[config.mk]
export PLATFORM = sky130hd
export DESIGN_NAME = clk_period_meter
export DESIGN_NICKNAME = d
export VERILOG_FILES = /design/src/rtl/clk_meas_pkg.sv /design/src/rtl/sig_sync_edge.sv /design/src/rtl/clk_period_meter.sv
export SDC_FILE = /design/constraint.sdc
export NUM_CORES = 1
export LEC_CHECK = 0
export CAP_MARGIN = 5
export CELL_PAD_IN_SITES_DETAIL_PLACEMENT = 1
export CELL_PAD_IN_SITES_GLOBAL_PLACEMENT = 1
export CORE_MARGIN = 2
export CORE_UTILIZATION = 39
export CTS_CLUSTER_DIAMETER = 200
export DETAILED_ROUTE_END_ITERATION = 10
export GPL_TIMING_DRIVEN = 0
export PLACE_DENSITY_LB_ADDON = 0.1
export SETUP_SLACK_MARGIN = 0.02
export SYNTH_ARGS = -nofsm -noshare
export SYNTH_HDL_FRONTEND = slang
export SYNTH_SLANG_ARGS = --single-unit
[constraint.sdc]
create_clock -name clk -period 2.17 [get_ports clk]
set_clock_uncertainty 0.15 [all_clocks]
set_input_delay 0.217 -clock clk [delete_from_list [all_inputs] [get_ports clk]]
set_output_delay 0.217 -clock clk [all_outputs]
set_load 0.005 [all_outputs]
[src/rtl/clk_meas_pkg.sv]
// Shared types and defaults for the clock period meter.
// Holds the counter width, timeout default and FSM state encoding.
package clk_meas_pkg;

  localparam int CNT_W_DEF   = 27;
  localparam int TIMEOUT_DEF = 100_000_000;

  typedef enum logic [1:0] {
    ST_IDLE = 2'd0,
    ST_ARM  = 2'd1,
    ST_MEAS = 2'd2
  } state_e;

endpackage

[src/rtl/sig_sync_edge.sv]
// Two-flop synchroniser plus history flop with rising-edge detect.
// Ports: clk, rst_n, sig_i (async in), lvl_o (synced level), edge_o.
module sig_sync_edge (
  input  logic clk,
  input  logic rst_n,
  input  logic sig_i,
  output logic lvl_o,
  output logic edge_o
);

  logic s1_q;
  logic s2_q;
  logic s3_q;

  always_ff @(posedge clk or negedge rst_n) begin
    if (!rst_n) begin
      s1_q <= 1'b0;
      s2_q <= 1'b0;
      s3_q <= 1'b0;
    end else begin
      s1_q <= sig_i;
      s2_q <= s1_q;
      s3_q <= s2_q;
    end
  end

  assign lvl_o  = s2_q;
  assign edge_o = s2_q & ~s3_q;

endmodule

[src/rtl/clk_period_meter.sv]
// Measures the period of a slow async signal in clk cycles, with lock/timeout.
// Ports: clk, rst_n, sig_in, en -> period, period_vld, locked, timeout
// and high_cnt when CLK_METER_HIGH_TIME_EN is defined.
module clk_period_meter
  import clk_meas_pkg::*;
#(
  parameter int CNT_W   = CNT_W_DEF,
  parameter int TIMEOUT = TIMEOUT_DEF
) (
  input  logic             clk,
  input  logic             rst_n,
  input  logic             sig_in,
  input  logic             en,
  output logic [CNT_W-1:0] period,
  output logic             period_vld,
  output logic             locked,
  output logic             timeout
`ifdef CLK_METER_HIGH_TIME_EN
  ,
  output logic [CNT_W-1:0] high_cnt
`endif
);

  localparam logic [CNT_W-1:0] TO_M1 = CNT_W'(TIMEOUT - 1);
  localparam logic [CNT_W-1:0] ONE   = CNT_W'(1);

  logic s2;
  logic edge_w;

  sig_sync_edge u_sync (
    .clk    (clk),
    .rst_n  (rst_n),
    .sig_i  (sig_in),
    .lvl_o  (s2),
    .edge_o (edge_w)
  );

  state_e           state_q, state_d;
  logic [CNT_W-1:0] cnt_q, cnt_d;
  logic [CNT_W-1:0] period_q, period_d;
  logic             vld_q, vld_d;
  logic             locked_q, locked_d;
  logic             to_q, to_d;
  logic             at_to;

`ifdef CLK_METER_HIGH_TIME_EN
  logic [CNT_W-1:0] hcnt_q, hcnt_d;
  logic [CNT_W-1:0] high_q, high_d;
`else
  logic unused_s2;
  assign unused_s2 = s2;
`endif

  assign at_to = (cnt_q == TO_M1);

  always_comb begin
    state_d  = state_q;
    cnt_d    = cnt_q;
    period_d = period_q;
    vld_d    = 1'b0;
    locked_d = locked_q;
    to_d     = to_q;
`ifdef CLK_METER_HIGH_TIME_EN
    hcnt_d   = hcnt_q;
    high_d   = high_q;
`endif
    if (!en) begin
      state_d  = ST_IDLE;
      cnt_d    = '0;
      locked_d = 1'b0;
`ifdef CLK_METER_HIGH_TIME_EN
      hcnt_d   = '0;
`endif
    end else begin
      unique case (state_q)
        ST_IDLE: begin
          cnt_d   = '0;
          state_d = ST_ARM;
        end
        ST_ARM: begin
          // ARM keeps counting so a dead input still raises timeout
          if (edge_w) begin
            cnt_d   = '0;
            state_d = ST_MEAS;
`ifdef CLK_METER_HIGH_TIME_EN
            hcnt_d  = '0;
`endif
          end else if (at_to) begin
            to_d  = 1'b1;
            cnt_d = '0;
          end else begin
            cnt_d = cnt_q + ONE;
          end
        end
        ST_MEAS: begin
          // edge takes priority over timeout on the same cycle
          if (edge_w) begin
            period_d = cnt_q + ONE;
            vld_d    = 1'b1;
            cnt_d    = '0;
            locked_d = 1'b1;
            to_d     = 1'b0;
`ifdef CLK_METER_HIGH_TIME_EN
            // the edge cycle itself is high
            high_d   = hcnt_q + ONE;
            hcnt_d   = '0;
`endif
          end else if (at_to) begin
            to_d     = 1'b1;
            locked_d = 1'b0;
            cnt_d    = '0;
            state_d  = ST_ARM;
`ifdef CLK_METER_HIGH_TIME_EN
            hcnt_d   = '0;
`endif
          end else begin
            cnt_d = cnt_q + ONE;
`ifdef CLK_METER_HIGH_TIME_EN
            hcnt_d = hcnt_q + {{(CNT_W-1){1'b0}}, s2};
`endif
          end
        end
        default: begin
          state_d = ST_IDLE;
          cnt_d   = '0;
        end
      endcase
    end
  end

  always_ff @(posedge clk or negedge rst_n) begin
    if (!rst_n) begin
      state_q  <= ST_IDLE;
      cnt_q    <= '0;
      period_q <= '0;
      vld_q    <= 1'b0;
      locked_q <= 1'b0;
      to_q     <= 1'b0;
`ifdef CLK_METER_HIGH_TIME_EN
      hcnt_q   <= '0;
      high_q   <= '0;
`endif
    end else begin
      state_q  <= state_d;
      cnt_q    <= cnt_d;
      period_q <= period_d;
      vld_q    <= vld_d;
      locked_q <= locked_d;
      to_q     <= to_d;
`ifdef CLK_METER_HIGH_TIME_EN
      hcnt_q   <= hcnt_d;
      high_q   <= high_d;
`endif
    end
  end

  assign period     = period_q;
  assign period_vld = vld_q;
  assign locked     = locked_q;
  assign timeout    = to_q;
`ifdef CLK_METER_HIGH_TIME_EN
  assign high_cnt   = high_q;
`endif

endmodule
==> metrics.txt <==
outcome=complete, no violations; GR met2 Demand/Resource=34.48%; DIE HEIGHT=89.43 um; top post-synthesis cells by area=dfrtp_1, nand2_1, o21ai_0, nor2_1, nand3_1; ANT cells=0; Post-synth EDFFs=0; largest net degree at the start of global routing=63; drt pass-1 iters=4; WL final=8036 um; Max VDD drop=364.0 uV; gr ovfl total=0; number of synthesized register bits=62; CP arrival=2.25 ns; Vias=2487; die width=89.43 um; clock network fraction of total power=39.7%; clock sinks=62; Root Buffer=clkbuf_8; first-pass GRT wire length=12560 um; Synth Net Count=293; worst skew pair latency=0.35 ns; Num CTS Buffers=9; Setup crit end=cnt_q[21]; Layout Nets=367; Row Count=31; Startpoint Class=flip-flop; Pwr Total=0.002994 W; Most used DFF post-synth=dfrtp_1; Critical Path RT=2.30 ns; Achievable Freq=471.9 MHz; GR Util All Layers=20.97%; post-route ant nets=0; worst min-delay path startpoint=en; crit path from=cnt_q[4]; Max-slew headroom=46.80%; Placer Congestion=0.8170; Area Overhead vs Synth=37.36%; Tmin final=2.119 ns; Final HPWL DP=4941 um; initial antenna violation count=0; Ports=34; WL per Instance=17.36 um; Final Slew Violations=0; Min-Delay Path Depth=2; Leak Pwr=1.633 nW; Sw Ratio=27.03%; Final period util=97.65%; clock slew at reported path FFs=0.08 ns; # fillers=801; routing usage on met1=27.77%; worst reg2reg startpoint=cnt_q[4]; PortBufs=32; Synth area leader=dfrtp_1; mean post-synth cell area=9.988 um2; top cell type's share of synthesized area=54.51%; slew of the pin with the lowest slew margin=0.7979 ns; synthesized area=2846 um2; Hold WS=0.08206 ns; combinational power share=17.0%; grt peak-use layer=met2; share of cells above drive strength 1=24.73%; initial drt markers=63; most frequent cells in the layout=dfrtp_1, nand2_1, buf_4; commonest non-fill, non-tap cell in the layout=dfrtp_1; yosys warns=0; power per cell area=765.8 nW/um2; number of global-route vias before repair=2498; switching power=0.0008094 W; vias per inst=5.371; total die area=7998 um2; RSZ-0062 raised after global routing=true; Total Negative Setup Slacks=0 ns; critical setup path kind=reg -> reg; CTS tree=yes; core region area=7176 um2; Hold Crit Class=in -> reg; Async SR Flop Fraction=100.0%; R2R depth=5; endpoints failing hold=0; DRC viols=0; Max-Cap Viols=0; Int Pwr=0.002185 W; r2r setup slk=0.05 ns; met3 usage=3.693%; CTS H-tree depth=3; CP Capture Type=flip-flop; Yosys cell types=43; sequential area share after synthesis=54.51%; worst reg2reg path endpoint=cnt_q[21]; Initial Util=39.67%; Gate Count Post-Synth=285; clock tree buffer depth=2; endpoints failing setup=0; critical path peak fanout=6; share of power burned in registers=43.3%
-- metal layers --
metal | up-vias | part of all wire, %
met3 | 11 | 3.3
met5 | - | 0
li1 | 1172 | -
met2 | 55 | 50
met4 | 0 | 1.6
met1 | 1249 | 45
-- layout make-up --
class	count	area, um2	share of cell area (%)
timing repair buffer	63	553.0	14.14
multi-input combinational	201	1306	33.41
buffer	13	91.34	2.336
sequential	62	1565	40.03
clock buffer	10	137.6	3.520
clock inverter	6	93.84	2.400
inverter	9	38.79	0.9920
tap	99	123.9	3.168
-- synthesized netlist by cell type, types with 2 or more instances --
cell      instances
nand4_2           3
nand2_1          36
mux2i_1           2
or4_4             2
nand3_1          16
nor4b_1           2
buf_2             3
clkbuf_1          8
nand4_1           6
xor2_1            7
o31ai_1           4
or4_1            10
a21oi_1          12
dfrtp_1          62
ha_1              4
inv_1             8
nor3_1            3
and4_1            2
o311ai_0          2
nor2_1           23
a31oi_1           4
xnor2_1           6
o21ai_0          24
or3_1            10
or2_2             2
and3_1            2
o211ai_1          6
-- power by group through the flow --
stage | clock network, W | logic [W] | registers, W
floorplan | 0 | 0.000213 | 0.00131
global placement | 0 | 0.000423 | 0.00131
finish | 0.00119 | 0.000509 | 0.00130
CTS | 0.00121 | 0.000495 | 0.00129
detailed placement | 0 | 0.000431 | 0.00131
global route | 0.00125 | 0.000572 | 0.00131
-- cell families after synthesis --
group,share of synthesized area [%]
and+or+nand+nor,23.78
DFF,54.51
xor gates and xnor gates,4.000
adders and majority gates,1.758
buffers and inverters,3.296
AOI/OAI and AO/OA,11.96
muxes,0.7033
-- through the flow --
step	instance area, um2	util [%]	setup WS (ns)	cells
finish	3910	54.49	0.05109	463
floorplan	2846	-	0.1290	285
global route	3910	54.49	-0.05065	463
detailed placement	3288	45.82	-0.4641	416
global placement	3291	45.86	-1.407	416
CTS	3714	51.75	0.02700	447
-- state kept, by name (all words and copies together) (netlist names) --
signal        flops
cnt_q            27
locked            1
period           27
period_vld        1
state_q           2
timeout           1
u_sync.lvl_o      1
u_sync.s1_q       1
u_sync.s3_q       1
-- worst min-delay path by stage --
stage	endpoint
CTS	locked
floorplan	cnt_q[0]
global placement	u_sync.lvl_o
global route	locked
finish	locked
detailed placement	u_sync.lvl_o
-- critical path, cell delays in order, from the launching register on --
cell	delay [ns]
dfrtp_2	0.43
nand4_4	0.13
or4_4	0.61
buf_4	0.17
or4_4	0.41
a21oi_2	0.15
-- timing repair --
action | 4_1_cts | 5_1_grt
setup buffers | 14 | 16
gates resized for setup | 27 | 23
endpoints found under the hold margin | 62 | 0
pin swaps | 3 | 6
setup endpoints to repair | 55 | 34
hold buffers | 1 | 0
Note: power is estimated with default switching activity, not from simulation.
